**config.mk**
```make
export PLATFORM = sky130hd
export DESIGN_NAME = dmac_ahb_periph_slave
export DESIGN_NICKNAME = d
export VERILOG_FILES = /design/src/rtl/dmac_ahb_periph_slave.sv
export SDC_FILE = /design/constraint.sdc
export NUM_CORES = 1
export LEC_CHECK = 0
export BUFFER_PORTS_ARGS = -buffer_cell sky130_fd_sc_hd__buf_4
export CAP_MARGIN = 20
export CORE_AREA = 3 3 204 206
export DETAILED_ROUTE_END_ITERATION = 10
export DIE_AREA = 0 0 207 209
export PLACE_DENSITY = 0.82
export SYNTH_ARGS = -nofsm -noshare
export SYNTH_HDL_FRONTEND = slang
export SYNTH_SLANG_ARGS = --single-unit
```
**constraint.sdc**
```tcl
create_clock -name clk -period 8.31 [get_ports clk]
set_input_delay 0.831 -clock clk [delete_from_list [all_inputs] [get_ports clk]]
set_output_delay 0.831 -clock clk [all_outputs]
set_load 0.02 [all_outputs]
```
**src/rtl/dmac_ahb_periph_slave.sv**
```systemverilog
// AHB-Lite DMA sink: word writes fill a FIFO drained over valid/ready; dreq tracks free space. Zero-wait data phase, read data registered at address accept.
// Backpressure: full FIFO stalls the DATA write data phase (HREADYOUT=0) until a pop frees a slot; illegal accesses get a two-cycle ERROR.
module dmac_ahb_periph_slave #(
  parameter int DEPTH = 16
) (
  input  logic        clk,
  input  logic        rst_n,
  input  logic        HSEL,
  input  logic [31:0] HADDR,
  input  logic [1:0]  HTRANS,
  input  logic        HWRITE,
  input  logic [2:0]  HSIZE,
  input  logic [2:0]  HBURST,
  input  logic [31:0] HWDATA,
  input  logic        HREADY,
  output logic [31:0] HRDATA,
  output logic        HREADYOUT,
  output logic        HRESP,
  output logic        dreq,
  output logic        out_valid,
  output logic [31:0] out_data,
  input  logic        out_ready
);

  localparam int AW = $clog2(DEPTH);
  localparam int CW = AW + 1;

  typedef enum logic [2:0] {S_IDLE, S_DATA, S_STALL, S_ERR1, S_ERR2} state_t;

  state_t          state, state_nxt;
  logic [CW-1:0]   count;
  logic [AW-1:0]   rd_ptr, wr_ptr;
  logic [31:0]     mem [DEPTH];
  logic [4:0]      thresh;
  logic            enable;
  logic [1:0]      dp_addr;
  logic            dp_write, dp_word;

  logic            acc, take, addr_err, full, empty, pop;
  logic            dp_active, push_req, stall, dp_done, push, reg_wr, flush;
  logic [5:0]      space;
  logic [31:0]     rd_val;
  logic            unused_ok;

  assign unused_ok = ^{HBURST, HADDR[31:4]};

  assign acc      = HSEL & HTRANS[1] & HREADY;
  assign addr_err = (HADDR[1:0] != 2'b00) | (HWRITE & (HADDR[3:2] == 2'd0) & (HSIZE != 3'b010));
  assign full     = (count == CW'(DEPTH));
  assign empty    = (count == '0);

  assign out_valid = enable & ~empty;
  assign out_data  = empty ? 32'd0 : mem[rd_ptr];
  assign pop       = out_valid & out_ready;

  assign dp_active = (state == S_DATA) | (state == S_STALL);
  assign push_req  = dp_active & dp_write & (dp_addr == 2'd0);
  // A pop in the same cycle frees the slot, so a full FIFO need not stall.
  assign stall     = push_req & full & ~pop;
  assign dp_done   = dp_active & ~stall;
  assign reg_wr    = dp_done & dp_write & dp_word;
  assign flush     = reg_wr & (dp_addr == 2'd3) & HWDATA[1];
  assign push      = dp_done & push_req & ~flush;
  assign take      = acc & HREADYOUT;

  assign space = 6'(DEPTH) - 6'(count);
  assign dreq  = enable & (space >= {1'b0, thresh});

  always_comb begin
    rd_val = 32'd0;
    case (HADDR[3:2])
      2'd1:    rd_val = {22'd0, empty, full, 3'd0, 5'(count)};
      2'd2:    rd_val = {27'd0, thresh};
      2'd3:    rd_val = {31'd0, enable};
      default: rd_val = 32'd0;
    endcase
  end

  always_comb begin
    state_nxt = S_IDLE;
    HREADYOUT = 1'b1;
    HRESP     = 1'b0;
    case (state)
      S_ERR1: begin
        HREADYOUT = 1'b0;
        HRESP     = 1'b1;
      end
      S_ERR2:  HRESP = 1'b1;
      default: HREADYOUT = ~stall;
    endcase
    if (state == S_ERR1)
      state_nxt = S_ERR2;
    else if (stall)
      state_nxt = S_STALL;
    else if (take)
      state_nxt = addr_err ? S_ERR1 : S_DATA;
  end

  always_ff @(posedge clk or negedge rst_n) begin
    if (!rst_n) begin
      state    <= S_IDLE;
      dp_addr  <= 2'd0;
      dp_write <= 1'b0;
      dp_word  <= 1'b0;
      HRDATA   <= 32'd0;
    end else begin
      state <= state_nxt;
      if (take) begin
        dp_addr  <= HADDR[3:2];
        dp_write <= HWRITE;
        dp_word  <= (HSIZE == 3'b010);
        if (!HWRITE && !addr_err)
          HRDATA <= rd_val;
      end
    end
  end

  always_ff @(posedge clk or negedge rst_n) begin
    if (!rst_n) begin
      thresh <= 5'd4;
      enable <= 1'b0;
    end else if (reg_wr) begin
      if (dp_addr == 2'd2)
        thresh <= HWDATA[4:0];
      if (dp_addr == 2'd3)
        enable <= HWDATA[0];
    end
  end

  always_ff @(posedge clk or negedge rst_n) begin
    if (!rst_n) begin
      count  <= '0;
      rd_ptr <= '0;
      wr_ptr <= '0;
    end else if (flush) begin
      count  <= '0;
      rd_ptr <= '0;
      wr_ptr <= '0;
    end else begin
      if (push)
        wr_ptr <= wr_ptr + AW'(1);
      if (pop)
        rd_ptr <= rd_ptr + AW'(1);
      count <= count + CW'(push) - CW'(pop);
    end
  end

  always_ff @(posedge clk) begin
    if (push)
      mem[wr_ptr] <= HWDATA;
  end

endmodule

```
; After elaboration in Yosys (flattened, before gate mapping)
; Memory sizes are Yosys's and may differ from the RTL's.
; Index checks and enable logic that the tools add are counted.
[op_classes]
eq_ne = 12
n_reduce_logical = 13
add_sub_neg = 5
n_mux = 15
order_cmp = 1
bitwise_logic = 25
[op_table]
columns = cell, n
row1 = 32-bit 2-to-1 mux, 1
row2 = 10-bit one-hot mux with 3 select lines, 1
row3 = 1-bit AND, 19
row4 = 4-bit 2-to-1 mux, 4
row5 = 3-bit by 2-bit equality test with 1-bit output (second input constant), 3
row6 = 4-bit by 1-bit adder with 4-bit output (second input constant), 2
row7 = 2-bit equality test (second input constant), 4
row8 = 6-bit by 5-bit greater-or-equal comparator with 1-bit output, 1
row9 = 2-bit 2-to-1 mux, 3
row10 = 2-bit AND reduction, 3
row11 = 2-bit nonzero test, 3
row12 = 5-bit by 5-bit subtractor with 6-bit output (first input constant), 1
row13 = 5-bit by 1-bit adder with 5-bit output, 1
row14 = 5-bit equality test (second input constant), 1
row15 = 5-bit zero test, 1
row16 = 5-bit 2-to-1 mux, 1
row17 = 5-bit by 1-bit subtractor with 5-bit output, 1
row18 = 2-bit zero test, 2
row19 = 1-bit NOT, 4
row20 = 3-bit by 1-bit equality test with 1-bit output (second input constant), 1
row21 = 3-bit equality test (second input constant), 1
row22 = 1-bit 2-to-1 mux, 3
row23 = 3-bit 2-to-1 mux, 1
row24 = 3-bit by 2-bit inequality test with 1-bit output (second input constant), 1
row25 = other kinds (6), 8
[word_totals]
wordCells = 82
inputBits = 78
memories = 1
mem_bits_rw = 512
output_inout_bits = 68
reg_bits = 58
[memory_table]
columns = memory, depth, width, rd, rd_clocked_by_memory_dff, write_ports, line_no
row1 = mem, 16, 32, 1, 0, 1, 33  ; logic [31:0] mem [DEPTH];

; Longest topological paths before layout
[logic_depth]
ltp_word = 17
mapped_depth = 18
mapped_depth_nobuf = 17

; Least setup slack after synthesis
; No wires, ideal clock.
[synth_path]
path_kind = reg-to-reg
startpoint = register count[1]
endpoint = memory mem[3][0], enable pin
t_arrival_ns = 4.881
required_time_ns = 7.808
period_less_slack_ns = 5.383
path_buffers = 1
stages_incl_launch_ff = 11
setup_slack_ns = 2.927
setup_ns = 0.502
path_cell_list = dfrtp_1 > inv_1 > ha_1 > and2_1 > ha_1 > nand3b_1 > inv_2 > o211a_4 > inv_2 > clkbuf_1 > nor4_1
[synth_via]
elab_chain_cells = 16
elab_cells_between_ends = 19
classes_between = 1 x eq/ne / 2 x mux / 15 x bitwise / 1 x reduce/logical
[synth_lines]
columns = element, line_no
row1 = from (decl), 31  ; logic [CW-1:0] count;
row2 = from (signal assigned), 144  ; count <= count + CW'(push) - CW'(pop);
row3 = 5-bit zero test, 50  ; assign empty = (count == '0);
row4 = 1-bit NOT, 52  ; assign out_valid = enable & ~empty;
row5 = 1-bit AND, 52
row6 = 1-bit AND, 54  ; assign pop = out_valid & out_ready;
row7 = 1-bit NOT, 59  ; assign stall = push_req & full & ~pop;
row8 = 1-bit AND *, 59
row9 = 1-bit NOT *, 60  ; assign dp_done = dp_active & ~stall;
row10 = 1-bit AND *, 60
row11 = 1-bit AND (2 in series), 61  ; assign reg_wr = dp_done & dp_write & dp_word;
row12 = 1-bit AND (2 in series), 62  ; assign flush = reg_wr & (dp_addr == 2'd3) & HWDATA[1];
row13 = 1-bit NOT, 63  ; assign push = dp_done & push_req & ~flush;
row14 = 1-bit AND *, 63
row15 = 1-bit 2-to-1 mux *, 149  ; if (push)
row16 = 1-bit 2-to-1 mux (implied by the code) *, 150  ; mem[wr_ptr] <= HWDATA;
row17 = to (decl), 33
; Every way passes the cells marked *; elsewhere a longest branch is shown, timed or not.

; Worst setup path in the final report
[layout_path]
startpoint = register rd_ptr[0]
endpoint = output port out_data[10]
[layout_via]
elab_chain_cells = 2
[layout_lines]
columns = element, line_no
row1 = from (decl), 32  ; logic [AW-1:0] rd_ptr, wr_ptr;
row2 = from (signal assigned), 143  ; rd_ptr <= rd_ptr + AW'(1);
row3 = memory 16 x 32 bit, --
row4 = 32-bit 2-to-1 mux, 53  ; assign out_data = empty ? 32'd0 : mem[rd_ptr];
row5 = to (decl), 21  ; output logic [31:0] out_data,
; Every way passes these cells.

==> impl_results.rst <==
.. list-table::
   :header-rows: 1

   * - Metric
     - Value
   * - Status
     - complete, no violations
   * - Distinct cell type count after synthesis
     - 42
   * - Number of cells on the worst reg-to-reg path
     - 17
   * - # IOs
     - 146
   * - Worst path buffer plus inverter count
     - 3
   * - Post-CTS repair timing setup buffer count
     - 0
   * - CTS tree
     - yes
   * - Global-route wire length before repair
     - 70300 µm
   * - Horizontal die dimension
     - 207 µm
   * - Count of buffers from port buffering
     - 88
   * - Capturing element type of the critical path
     - output port
   * - Reported leakage power
     - 9.02 nW
   * - Antenna cells
     - 0
   * - FILL cells
     - 2745
   * - Worst-path cell chain
     - buf_4 > buf_4 > mux2i_1 > a22oi_1 > nand3_1 > nand2_1 > buf_4
   * - Share of the synthesized area in the top cell type
     - 70.2%
   * - Maximum count of clock buffers along a single path
     - 3
   * - Hold Crit Class
     - in2async
   * - Maximum capacitance violations
     - 0
   * - Arrival time worst endpoint
     - 3.76 ns
   * - Effective utilization at floorplan
     - 55.0%
   * - Critical path's top delay family
     - buffers and inverters
   * - Root cell of the clock tree
     - sky130_fd_sc_hd__clkbuf_16
   * - Share of post-route cells with drive strength above 1
     - 16.0%
   * - Sequential cell area
     - 0.0162 mm²
   * - Count of flip-flops with a built-in enable after synthesis
     - 512
   * - Worst-path cell with the longest stage delay
     - sky130_fd_sc_hd__dfrtp_4
   * - Die height
     - 209 µm
   * - F_max
     - 0.218 GHz
   * - Max-slew violation count
     - 0
   * - Share of the clock period used by the worst path after layout
     - 55.3%
   * - Maximum fanout count along the critical path
     - 47
   * - Biggest area contributors in the synthesized netlist
     - sky130_fd_sc_hd__edfxtp_1 (70%), sky130_fd_sc_hd__mux2i_1 (12%), sky130_fd_sc_hd__a22oi_1 (4.4%), sky130_fd_sc_hd__dfrtp_1 (3.7%), sky130_fd_sc_hd__nand3_1 (1.6%)
   * - Endpoint of the worst register-to-register path
     - count[4]
   * - Final worst path period need
     - 4.59 ns
   * - Register area share after synthesis
     - 74.0%
   * - Number of antenna violations at the first check in global routing
     - 0
   * - Clock transition at the register clock pins on the worst setup and hold paths after CTS
     - 0.06 ns
   * - Source of the worst register-to-register timing path
     - count[1]
   * - Combined area of the multi-input logic cells
     - 0.00532 mm²
   * - Vias in the first global route
     - 12100
   * - Leading area contributor after synthesis
     - sky130_fd_sc_hd__edfxtp_1
   * - Most used standard cells in the synthesized netlist
     - sky130_fd_sc_hd__edfxtp_1 (512), sky130_fd_sc_hd__mux2i_1 (259), sky130_fd_sc_hd__a22oi_1 (128)
   * - Yosys warning total
     - 0
   * - H-Tree Level Count
     - 2
   * - Worst Max-Slew Pin Slew
     - 1.12 ns
   * - CTS hold repair buffers
     - 0
   * - Count of state elements after synthesis
     - 545
   * - Cell Pwr Density
     - 318 mW/mm²
   * - Reg2reg setup slack
     - 4.54 ns
   * - Overall track demand over capacity in global routing
     - 21.0%
   * - Average via count per standard cell
     - 6.05
   * - Routed wire length per instance
     - 23.6 µm
   * - Library cell with the highest instance count after synthesis
     - sky130_fd_sc_hd__edfxtp_1
   * - P_int
     - 0.00531 W
   * - Tightest hold margin
     - 0.196 ns
   * - Count of cells resized by post-cts repair
     - 0
   * - Number of nets with antenna violations after detailed routing
     - 0
   * - Most frequent CP cell
     - sky130_fd_sc_hd__buf_4
   * - Nets
     - 1492
   * - Mean cell area of the mapped netlist
     - 17.0 µm²
   * - Worst stage delay on the critical path
     - 0.88 ns
   * - Part of the power in the clock network
     - 28.0%
   * - Latest clock arrival within the worst-skew pair
     - 0.58 ns
   * - Data required, critical path
     - 7.48 ns
   * - HPWL after detailed placement
     - 23400 µm
   * - Critical path class
     - reg2out
   * - Std-Cell Rows
     - 73
   * - Detailed-router iteration count before antenna repair
     - 5
   * - Area added between synthesis and finish
     - 13.1%
   * - Headroom to the max-slew limit
     - 25.1%
   * - Final Hold Violating Endpoints
     - 0
   * - Switch Pwr
     - 0.00257 W
   * - Detailed Route WL
     - 46100 µm
   * - Routability cong.
     - 0.758
   * - Maximum ir drop on the vdd rail
     - 0.000283 V
   * - Clock buffers created by TritonCTS
     - 52
   * - Count of endpoints failing setup in the final report
     - 0
   * - Total via count after detailed routing
     - 11800
   * - Most common flop cell mapped by yosys
     - sky130_fd_sc_hd__edfxtp_1
   * - Unrepaired setup endpoints after global routing
     - no
   * - DIE AREA
     - 0.0433 mm²
   * - Area of the mapped netlist
     - 0.0219 mm²
   * - Remaining DRCs
     - 0
   * - Max Clock Skew
     - 0.0165 ns
   * - Number of clock sinks
     - 545
   * - Fraction of power consumed by sequential logic
     - 40.3%
   * - Share of total power in combinational logic
     - 31.7%
   * - Total congestion overflow after global routing
     - 0
   * - Initial DRC Count
     - 1261
   * - Share of synthesized flip-flops with an asynchronous set or reset
     - 6.06%
   * - Startpoint kind of the worst setup timing path
     - flip-flop
   * - Final sum of negative setup slack
     - 0 ns
   * - Largest net degree at the start of global routing
     - 139
   * - Cell count after synthesis
     - 1291
   * - Switching part of the total power
     - 32.6%
   * - Core box area
     - 0.0398 mm²
## stage by stage
stage	setup slack [ns]	total power, W	cells	cell area (µm²)	utilization, %
final	3.72	0.00788	1954	24800	62.2
after global routing	3.55	0.00822	1954	24800	62.2
after global placement	4.40	0.00566	1863	23200	58.2
after floorplan	2.93	0.00491	1315	22000	-
after detailed placement	4.33	0.00572	1863	23200	58.2
after CTS	3.74	0.00791	1954	24800	62.2
## power by group through the flow
stage	clock network, W	logic, W	registers [W]
after floorplan	0	0.00173	0.00317
after global placement	0	0.00243	0.00323
after detailed placement	0	0.00248	0.00323
after CTS	0.00224	0.00250	0.00318
after global routing	0.00235	0.00267	0.00319
final	0.00221	0.00250	0.00318
## worst max path at each step
| stage | cells past startpoint | to | slack, ns | startpoint |
|---|---|---|---|---|
| 2_1_floorplan | 10 | mem[3][0] | 2.93 | count[1] |
| 3_3_place_gp | 7 | out_data[6] | 4.40 | rd_ptr[0] |
| 3_5_place_dp | 7 | out_data[10] | 4.33 | rd_ptr[0] |
| 4_1_cts | 7 | out_data[10] | 3.74 | rd_ptr[0] |
| 5_1_grt | 7 | out_data[14] | 3.55 | rd_ptr[0] |
| 6_report | 7 | out_data[10] | 3.72 | rd_ptr[0] |
## layer usage
layer | GRT usage, % | share of wire, %
met4 | 6.25 | 2.3
met3 | 3.65 | 8.7
met5 | 0 | 0
met1 | 28.6 | 40
met2 | 35.0 | 49
## registers in the layout (all words and copies together), names as in the netlist
register	count
thresh	5
rd_ptr	4
dp_word	1
HRDATA	7
mem	512
dp_addr	2
state	3
dp_write	1
enable	1
wr_ptr	4
count	5
## cell type report
cell class / instances / share of cell area (%)
clock buffer: 63 / 5.42
multi-input combinational: 648 / 21.5
clock inverter: 28 / 0.985
timing repair buffer: 115 / 3.54
tap: 525 / 2.65
sequential: 545 / 65.5
inverter: 30 / 0.455
## cells in the final DEF, fill, tap and decap left out, types with 4 or more instances in the layout
master,netlist,layout
sky130_fd_sc_hd__buf_4,25,114
sky130_fd_sc_hd__nor2_1,17,11
sky130_fd_sc_hd__nand3_1,69,69
sky130_fd_sc_hd__inv_1,28,28
sky130_fd_sc_hd__clkbuf_16,0,52
sky130_fd_sc_hd__a22o_1,5,5
sky130_fd_sc_hd__nor2_4,0,6
sky130_fd_sc_hd__dfrtp_1,32,31
sky130_fd_sc_hd__a22oi_1,128,128
sky130_fd_sc_hd__o21ai_0,5,5
sky130_fd_sc_hd__clkbuf_1,30,11
sky130_fd_sc_hd__mux2i_1,259,259
sky130_fd_sc_hd__conb_1,1,25
sky130_fd_sc_hd__ha_1,21,21
sky130_fd_sc_hd__nor4_2,0,8
sky130_fd_sc_hd__nor2b_1,7,4
sky130_fd_sc_hd__nand3b_1,4,4
sky130_fd_sc_hd__mux2_2,15,15
sky130_fd_sc_hd__nand2_1,41,41
sky130_fd_sc_hd__a21oi_1,5,5
sky130_fd_sc_hd__and2_2,0,5
sky130_fd_sc_hd__clkinv_2,0,8
sky130_fd_sc_hd__edfxtp_1,512,512
sky130_fd_sc_hd__clkinv_1,0,11
sky130_fd_sc_hd__xnor2_1,5,5
## logic make-up (layout without fill, tap and decap cells)
| kind of cell | count (synthesis) | count (layout) | share of synthesized area, % |
|---|---|---|---|
| XOR/XNOR | 9 | 9 | 0.394 |
| AND/OR/NAND/NOR | 165 | 165 | 3.78 |
| flip-flops | 545 | 545 | 74.0 |
| other | 1 | 25 | 0.0171 |
| adder cells (fa/ha/maj) | 22 | 22 | 1.29 |
| AO/OA/AOI/OAI | 153 | 153 | 5.23 |
| buffers and inverters | 122 | 236 | 2.68 |
| multiplexers | 274 | 274 | 12.6 |
(Power assumes the default switching activity.)
